`src/rtl/sprite_pkg.sv`:
```
// Shared types and constants for the sprite pixel fetch path.
// Used by sprite_anim_fsm and sprite_pixel_fetch.
package sprite_pkg;

   localparam int COORD_W = 10;

   typedef enum logic [1:0] {
      IDLE   = 2'd0,
      WALK   = 2'd1,
      ATTACK = 2'd2
   } anim_state_t;

   localparam logic [1:0] ANIM_IDLE   = 2'b00;
   localparam logic [1:0] ANIM_WALK   = 2'b01;
   localparam logic [1:0] ANIM_ATTACK = 2'b10;

endpackage

```
`src/rtl/sprite_anim_fsm.sv`:
```
// Sprite animation state: vsync edge detect, tick counter,
// idle/walk/attack state and the current animation frame.
module sprite_anim_fsm
   import sprite_pkg::*;
#(
   parameter int FRAMES      = 4,
   parameter int FRAME_TICKS = 8
) (
   input  logic       Clk,
   input  logic       Reset_n,
   input  logic       vsync,
   input  logic [1:0] anim_req,
   output logic       frame_tick,
   output logic [1:0] frame_sel,
   output logic       attack_active
);

   localparam int CNT_W = (FRAME_TICKS > 1) ? $clog2(FRAME_TICKS) : 1;
   localparam logic [CNT_W-1:0] CNT_LAST = CNT_W'(FRAME_TICKS - 1);
   localparam logic [1:0] FRAME_LAST = 2'(FRAMES - 1);

   logic             vsync_q;
   logic [CNT_W-1:0] cnt;
   logic [CNT_W-1:0] cnt_nx;
   logic [1:0]       frame_nx;
   anim_state_t      state;
   anim_state_t      state_nx;
   logic             cnt_wrap;
   logic             frame_wrap;

   // History starts high so a vsync already high at reset release is not an edge
   always_ff @(posedge Clk or negedge Reset_n) begin
      if (!Reset_n) vsync_q <= 1'b1;
      else          vsync_q <= vsync;
   end

   assign frame_tick    = vsync & ~vsync_q;
   assign cnt_wrap      = (cnt == CNT_LAST);
   assign frame_wrap    = (frame_sel == FRAME_LAST);
   assign attack_active = (state == ATTACK);

   always_comb begin
      state_nx = state;
      cnt_nx   = cnt;
      frame_nx = frame_sel;
      case (state)
         IDLE: begin
            cnt_nx   = '0;
            frame_nx = '0;
            if (anim_req == ANIM_WALK)
               state_nx = WALK;
            else if (anim_req == ANIM_ATTACK)
               state_nx = ATTACK;
         end
         WALK: begin
            if (anim_req == ANIM_ATTACK) begin
               state_nx = ATTACK;
               cnt_nx   = '0;
               frame_nx = '0;
            end else if (anim_req == ANIM_WALK) begin
               if (cnt_wrap) begin
                  cnt_nx   = '0;
                  frame_nx = frame_wrap ? 2'd0 : frame_sel + 2'd1;
               end else begin
                  cnt_nx = cnt + CNT_W'(1);
               end
            end else begin
               state_nx = IDLE;
               cnt_nx   = '0;
               frame_nx = '0;
            end
         end
         ATTACK: begin
            // Plays once to the end; anim_req only matters on the final tick
            if (cnt_wrap) begin
               cnt_nx = '0;
               if (frame_wrap) begin
                  frame_nx = '0;
                  state_nx = (anim_req == ANIM_WALK) ? WALK : IDLE;
               end else begin
                  frame_nx = frame_sel + 2'd1;
               end
            end else begin
               cnt_nx = cnt + CNT_W'(1);
            end
         end
         default: begin
            state_nx = IDLE;
            cnt_nx   = '0;
            frame_nx = '0;
         end
      endcase
   end

   always_ff @(posedge Clk or negedge Reset_n) begin
      if (!Reset_n) begin
         state     <= IDLE;
         cnt       <= '0;
         frame_sel <= '0;
      end else if (frame_tick) begin
         state     <= state_nx;
         cnt       <= cnt_nx;
         frame_sel <= frame_nx;
      end
   end

endmodule

```
`src/rtl/sprite_pixel_fetch.sv`:
```
// Sprite ROM address generation and palette index alignment (3-cycle pipe).
// Optional ANIM_MIRROR_EN adds mirror_x for horizontally flipped drawing.
module sprite_pixel_fetch #(
   parameter int SPRITE_W    = 32,
   parameter int SPRITE_H    = 32,
   parameter int FRAMES      = 4,
   parameter int IDX_W       = 3,
   parameter int TRANSP_IDX  = 0,
   parameter int FRAME_TICKS = 8,
   parameter int COORD_W     = sprite_pkg::COORD_W,
   parameter int ADDR_W      = 12
) (
   input  logic               Clk,
   input  logic               Reset_n,
   input  logic               vsync,
   input  logic [COORD_W-1:0] DrawX,
   input  logic [COORD_W-1:0] DrawY,
   input  logic [COORD_W-1:0] spr_x,
   input  logic [COORD_W-1:0] spr_y,
   input  logic [1:0]         anim_req,
`ifdef ANIM_MIRROR_EN
   input  logic               mirror_x,
`endif
   output logic [ADDR_W-1:0]  rom_addr,
   input  logic [IDX_W-1:0]   rom_q,
   output logic [IDX_W-1:0]   pix_idx,
   output logic               pix_opaque,
   output logic [1:0]         frame_sel,
   output logic               attack_active
);

   localparam int XW = $clog2(SPRITE_W);
   localparam int YW = $clog2(SPRITE_H);
   localparam logic [COORD_W:0] W_LIM = (COORD_W+1)'(SPRITE_W);
   localparam logic [COORD_W:0] H_LIM = (COORD_W+1)'(SPRITE_H);
   localparam logic [IDX_W-1:0] TRANSP = IDX_W'(TRANSP_IDX);

   logic               frame_tick;
   logic [COORD_W-1:0] spr_x_l;
   logic [COORD_W-1:0] spr_y_l;
   logic [COORD_W:0]   dx;
   logic [COORD_W:0]   dy;
   logic [XW-1:0]      col;
   logic               hit;
   logic               hit_d1;
   logic               hit_d2;
   logic               opaque_nx;
   logic [ADDR_W-1:0]  addr_nx;

   sprite_anim_fsm #(
      .FRAMES      (FRAMES),
      .FRAME_TICKS (FRAME_TICKS)
   ) u_anim (
      .Clk           (Clk),
      .Reset_n       (Reset_n),
      .vsync         (vsync),
      .anim_req      (anim_req),
      .frame_tick    (frame_tick),
      .frame_sel     (frame_sel),
      .attack_active (attack_active)
   );

   // Position only moves between frames so a sprite never tears mid-scan
   always_ff @(posedge Clk or negedge Reset_n) begin
      if (!Reset_n) begin
         spr_x_l <= '0;
         spr_y_l <= '0;
      end else if (frame_tick) begin
         spr_x_l <= spr_x;
         spr_y_l <= spr_y;
      end
   end

   assign dx  = {1'b0, DrawX} - {1'b0, spr_x_l};
   assign dy  = {1'b0, DrawY} - {1'b0, spr_y_l};
   assign hit = !dx[COORD_W] && (dx < W_LIM) &&
                !dy[COORD_W] && (dy < H_LIM);

`ifdef ANIM_MIRROR_EN
   logic mirror_l;

   always_ff @(posedge Clk or negedge Reset_n) begin
      if (!Reset_n)        mirror_l <= 1'b0;
      else if (frame_tick) mirror_l <= mirror_x;
   end

   // W is a power of two, so W-1-dx is the bitwise inverse of dx
   assign col = mirror_l ? ~dx[XW-1:0] : dx[XW-1:0];
`else
   assign col = dx[XW-1:0];
`endif

   assign addr_nx = ADDR_W'(frame_sel) * ADDR_W'(SPRITE_W * SPRITE_H) +
                    ADDR_W'(dy[YW-1:0]) * ADDR_W'(SPRITE_W) +
                    ADDR_W'(col);

   assign opaque_nx = hit_d2 && (rom_q != TRANSP);

   always_ff @(posedge Clk or negedge Reset_n) begin
      if (!Reset_n) begin
         rom_addr   <= '0;
         hit_d1     <= 1'b0;
         hit_d2     <= 1'b0;
         pix_opaque <= 1'b0;
         pix_idx    <= '0;
      end else begin
         rom_addr   <= hit ? addr_nx : '0;
         hit_d1     <= hit;
         hit_d2     <= hit_d1;
         pix_opaque <= opaque_nx;
         pix_idx    <= opaque_nx ? rom_q : TRANSP;
      end
   end

endmodule

```
`config.mk`:
```
export PLATFORM = sky130hd
export DESIGN_NAME = sprite_pixel_fetch
export DESIGN_NICKNAME = d
export VERILOG_FILES = /design/src/rtl/sprite_pkg.sv /design/src/rtl/sprite_anim_fsm.sv /design/src/rtl/sprite_pixel_fetch.sv
export SDC_FILE = /design/constraint.sdc
export NUM_CORES = 1
export LEC_CHECK = 0
export CORE_UTILIZATION = 50
export CTS_CLUSTER_SIZE = 40
export DETAILED_ROUTE_END_ITERATION = 16
export HOLD_SLACK_MARGIN = 0.05
export PLACE_DENSITY_LB_ADDON = 0.12
export SYNTH_ARGS = -nofsm -noshare
export SYNTH_HDL_FRONTEND = slang
export SYNTH_SLANG_ARGS = --single-unit
```
`constraint.sdc`:
```
create_clock -name Clk -period 3.13 [get_ports Clk]
set_input_delay 0.4695 -clock Clk [delete_from_list [all_inputs] [get_ports Clk]]
set_output_delay 0.4695 -clock Clk [all_outputs]
set_load 0.02 [all_outputs]
```
# Yosys cells after proc, flatten, opt, wreduce, memory -nomap -nowiden
# Index checks and enable logic that the tools add are counted.
# W data, S select, Z words.
word_totals:
  word_cells: 59
  reg_bits: 46
  inputBits: 48
  output_inout_bits: 19
classes:
  magnitude_cmp: 2
  addsub: 6
  eq_ne: 10
  muxes: 19
  bitwise: 2
  reduce_logical: 9
ops:
  columns: ["operator", "count"]
  rows:
  - ["$lt A11 B6 Y1 const B", 2]
  - ["$sub A10 B10 Y11", 2]
  - ["$mux W2", 10]
  - ["$add A12 B10 Y12", 1]
  - ["$add A12 B5 Y12", 1]
  - ["$mux W12", 1]
  - ["$mux W3", 4]
  - ["$eq A2 B2 Y1 const B", 3]
  - ["$pmux W2 S3", 1]
  - ["$pmux W3 S2", 1]
  - ["$reduce_and A5 Y1", 1]
  - ["$eq A2 B1 Y1 const B", 2]
  - ["$logic_and A1 B1 Y1", 4]
  - ["$ne A2 B1 Y1 const B", 2]
  - ["$pmux W2 S2", 1]
  - ["$add A3 B1 Y3 const B", 1]
  - ["$eq A3 B3 Y1 const B", 1]
  - ["$ne A3 B1 Y1 const B", 1]
  - ["$ne A3 B2 Y1 const B", 1]
  - ["$reduce_bool A3 Y1", 1]
  - ["$add A2 B1 Y2 const B", 1]
  - ["$logic_not A1 Y1", 2]
  - ["$logic_not A2 Y1", 1]
  - ["$and A1 B1 Y1", 1]
  - ["other kinds (2)", 2]

# Longest topological paths before layout
depth:
  word_depth: 6
  depth_mapped: 10
  ltp_nobuf: 10

# Hierarchy
# A second synthesis with hierarchy kept.
hier_totals:
  hier_cells: 322
  hier_area_um2: 3086.7
by_module_without_submodules:
  columns: ["mod", "area_per_inst_um2", "instances", "cells_per_inst"]
  rows:
  - ["sprite_pixel_fetch", 2529.9, 1, 266]
  - ["sprite_anim_fsm", 556.8, 1, 56]

# Worst setup path before layout
# No wires, ideal clock.
synth_timing:
  kind: "input port to flip-flop"
  startpoint: "input port DrawX[0]"
  endpoint: "register rom_addr[6]"
  cell_stages: 9
  n_path_buf: 0
  path_slack_ps: 707
  arrival_ps: 2327
  path_cell_list: "inv_1 ha_1 inv_1 fa_1 a21o_1 a221o_1 o31ai_4 nand4_4 nor4_2"
synth_between:
  elab_chain_cells: 6
  word_cells_on_any_way: 8
synth_lines:
  columns: ["element", "line", "rtl"]
  rows:
  - ["start, declared", "sprite_pixel_fetch.sv:16", "input logic [COORD_W-1:0] DrawX,"]
  - ["$sub A10 B10 Y11 *", "sprite_pixel_fetch.sv:74", "assign dx = {1'b0, DrawX} - {1'b0, spr_x_l};"]
  - ["$lt A11 B6 Y1 / $logic_not A1 Y1 (equally long branches)", "sprite_pixel_fetch.sv:76", "assign hit = !dx[COORD_W] && (dx < W_LIM) &&"]
  - ["$logic_and A1 B1 Y1 (2 in series)", "sprite_pixel_fetch.sv:76", null]
  - ["$logic_and A1 B1 Y1", "sprite_pixel_fetch.sv:77", "!dy[COORD_W] && (dy < H_LIM);"]
  - ["$mux W12 *", "sprite_pixel_fetch.sv:107", "rom_addr <= hit ? addr_nx : '0;"]
  - ["end signal, assigned", "sprite_pixel_fetch.sv:107", null]
  - ["end, declared", "sprite_pixel_fetch.sv:24", "output logic [ADDR_W-1:0] rom_addr,"]
# Every way passes the cells marked *; elsewhere a longest branch is shown, timed or not.
# A chain may end at the register's enable or synchronous reset.

# Worst setup path after layout
layout_timing:
  startpoint: "input port DrawY[0]"
  endpoint: "register rom_addr[1]"
layout_between:
  elab_chain_cells: 5
  word_cells_on_any_way: 6
layout_lines:
  columns: ["element", "line", "rtl"]
  rows:
  - ["start, declared", "sprite_pixel_fetch.sv:17", "input logic [COORD_W-1:0] DrawY,"]
  - ["$sub A10 B10 Y11 *", "sprite_pixel_fetch.sv:75", "assign dy = {1'b0, DrawY} - {1'b0, spr_y_l};"]
  - ["branches (longest 2 deep; another with $lt A11 B6 Y1)", null, null]
  - ["$logic_and A1 B1 Y1 *", "sprite_pixel_fetch.sv:77", null]
  - ["$mux W12 *", "sprite_pixel_fetch.sv:107", null]
# Mark *: on every way between the ends.

==> results.md <==
- Worst reg-to-reg setup slack: 0.54 ns
- Setup TNS: 0 ns
- Worst-path clk slew: 0.09 ns
- Hold crit path type: primary input to asynchronous set/reset pin
- Worst-Skew Late Latency: 0.30 ns
- Most frequent cells after synthesis: dfrtp_1 (45), nand2_1 (35), inv_1 (32)
- Post-CTS Setup Repair Bufs: 0
- Width of the chip: 77.6 um
- Comb pwr share: 38.2%
- Internal: 0.00116 W
- Worst setup endpoint: rom_addr[1]$_DFF_PN0_
- Fillers: 455
- Aggregate global routing overflow: 0
- DRT antenna net count: 0
- IO Count: 67
- CTS Hold Bufs: 0
- Core area: 5510 um2
- Seq pwr share: 37.4%
- Slew headroom: 31.9%
- Top cell type's share of synthesized area: 39.4%
- First-pass DRT Iterations: 4
- Most common flop cell mapped by yosys: dfrtp_1
- Crit Path Max Fanout: 9
- Clock Skew: 0.00656 ns
- Required time of the critical path: 3.31 ns
- Die area: 6020 um2
- CTS tree: built
- Tightest Pin Transition: 1.02 ns
- Crit path launch type: primary input
- Crit end category: flop
- Synth unique cells: 53
- Most common cell in the netlist: dfrtp_1
- DP HPWL: 4470 um
- Kind of critical path: primary input to flop
- Psw: 0.000616 W
- Vias per std cell: 5.26
- Area after DPL: 3590 um2
- Ys Warns: 0
- Port buffer count: 66
- Top achievable clock speed: 0.349 GHz
- DRT Wirelength: 5890 um
- Pleak: 1.63 nW
- Post-synth EDFFs: 0
- FFs w/ async S/R, synth: 100%
- Post-Syn Instances: 302
- Worst r2r path cells: 9
- DR WL/cell: 13.3 um
- Worst VDD drop: 0.000243 V
- Layout cell share with drive strength beyond 1: 7.80%
- Largest net degree at the start of global routing: 47
- Nets: 448
- Final worst-path cycle share: 91.4%
- Die Y: 77.6 um
- Worst setup startpoint: DrawY[0]
- Seq cells post-synth: 46
- Gp weighted congestion: 0.827
- Bufs on Longest Clock Path: 2
- Synth Cell Area: 2860 um2
- Post-synthesis sequential area ratio: 40.3%
- Number of H-tree levels: 2
- Total Routing Usage GR: 21.3%
- Ant diodes: 0
- Drt first-iter violations: 154
- Syn nets: 379
- Max Cap Viol: 0
- Initial Utilization: 51.9%
- Placed cells: 436
- Non-filler instance count after layout: 444
- Tot Pwr: 0.00178 W
- Register area: 1150 um2
- Crit path time final: 2.86 ns
- First-pass GRT wire length: 10000 um
- Multi-input combinational cell area: 1540 um2
- CTS resizes: 0
- Sw Share: 34.6%
- Row cnt: 27
- Clock power share: 24.5%
- Area Growth Syn to Fin: 29.5%
- Ranking of synthesized cells by area: dfrtp_1 (39%), ha_1 (12%), o21ai_0 (5.1%)
- RSZ-0062 raised after global routing: no
- Initial antenna violation count: 0
- Pwr dens: 481 nW/um2
- Vias in the first global route: 2,187
- Root Driver: clkbuf_8
- Reg2reg end: rom_addr[1]$_DFF_PN0_
- Final setup vio count: 0
- Final Hold Fails: 0
- CTS buffer count: 5
- Critical Path AT: 3.04 ns
- Outcome: finished clean
- Post-route cell area: 3700 um2
- Max-slew violations: 0
- # DRC: 0
- Post-synth top area cell: dfrtp_1
- Clock Sinks: 46
- Critical R2R Launch: spr_y_l[0]$_DFFE_PN0P_
- Via count: 2,334
- Syn Area/Cell: 9.46 um2
## power by group through the flow
stage | Sequential, W | Combinational, W | Clock [W]
3_5_place_dp | 0.000676 | 0.000674 | 0
6_report | 0.000666 | 0.000679 | 0.000435
3_3_place_gp | 0.000676 | 0.000660 | 0
2_1_floorplan | 0.000671 | 0.000482 | 0
5_1_grt | 0.000671 | 0.000752 | 0.000478
4_1_cts | 0.000665 | 0.000679 | 0.000445
## per-stage QoR
stage | setup slack (ns) | util, % | hold WS [ns]
2_1_floorplan | 0.707 | - | 0.174
3_3_place_gp | 0.142 | 65.2 | 0.353
6_report | 0.268 | 67.2 | 0.346
5_1_grt | 0.153 | 67.2 | 0.377
3_5_place_dp | 0.0187 | 65.2 | 0.350
4_1_cts | 0.306 | 67.2 | 0.373
## final cells by class
class / count / share of cell area [%]
clock buffer: 5 / 1.86
clock inverter: 3 / 1.08
inverter: 32 / 3.25
multi-input combinational: 216 / 41.7
sequential: 46 / 31.1
tap: 72 / 2.43
timing repair buffer: 70 / 18.5
## how the worst min path moves through the flow
stage	start	depth (start not counted)	to
6_report	Reset_n	1	hit_d1$_DFF_PN0_
5_1_grt	hit_d1$_DFF_PN0_	0	hit_d2$_DFF_PN0_
4_1_cts	hit_d1$_DFF_PN0_	0	hit_d2$_DFF_PN0_
3_5_place_dp	hit_d1$_DFF_PN0_	0	hit_d2$_DFF_PN0_
3_3_place_gp	hit_d1$_DFF_PN0_	0	hit_d2$_DFF_PN0_
2_1_floorplan	Reset_n	0	hit_d1$_DFF_PN0_
## kinds of logic after synthesis
group           count (synthesis)  share of synthesized area (%)
fa+ha+maj                      29                           13.2
compound gates                 72                           17.1
buf+inv                        40                           5.74
simple gates                  104                           20.1
flops                          46                           40.3
xor+xnor                       10                           3.07
mux                             1                          0.350
## sequential cells by signal (all words and copies together), names as in the netlist
register and flops:
hit_d1 1, hit_d2 1, pix_idx 3, pix_opaque 1, rom_addr 12, spr_x_l 10
spr_y_l 10, u_anim.cnt 3, u_anim.frame_sel 2, u_anim.state 2, u_anim.vsync_q 1
## critical path: stages
cell and delay, ns:
clkdlybuf4s50_1 0.41, inv_1 0.06, ha_1 0.15, inv_1 0.05
fa_1 0.39, a21oi_1 0.19, a2bb2oi_1 0.30, a21oi_1 0.15
nor4_4 0.36, nand2_4 0.14, nor4_1 0.36
## per-layer routing
layer,global-route usage [%],up-vias,share of wire [%],routed length [um]
met2,34.0,63,45,2670
li1,-,1198,-,-
met4,7.36,0,1.3,79
met1,28.9,1067,48,2850
met3,4.24,6,4.9,289
met5,0,-,0,0
## placed cells by master (no fill, tap or decap), types with 3 or more instances in the layout
master,count
a21oi_2,3
nor4_1,7
nor3_1,3
and2_1,3
o211ai_1,3
nand3_1,13
a21o_1,3
nor4_2,5
clkbuf_8,5
nand2_1,35
ha_1,27
dfrtp_1,45
nand2b_1,6
nor2_1,18
o21ai_0,29
xnor2_1,8
buf_4,4
clkdlybuf4s50_1,65
inv_1,32
a21oi_1,11
(Power assumes the default switching activity.)
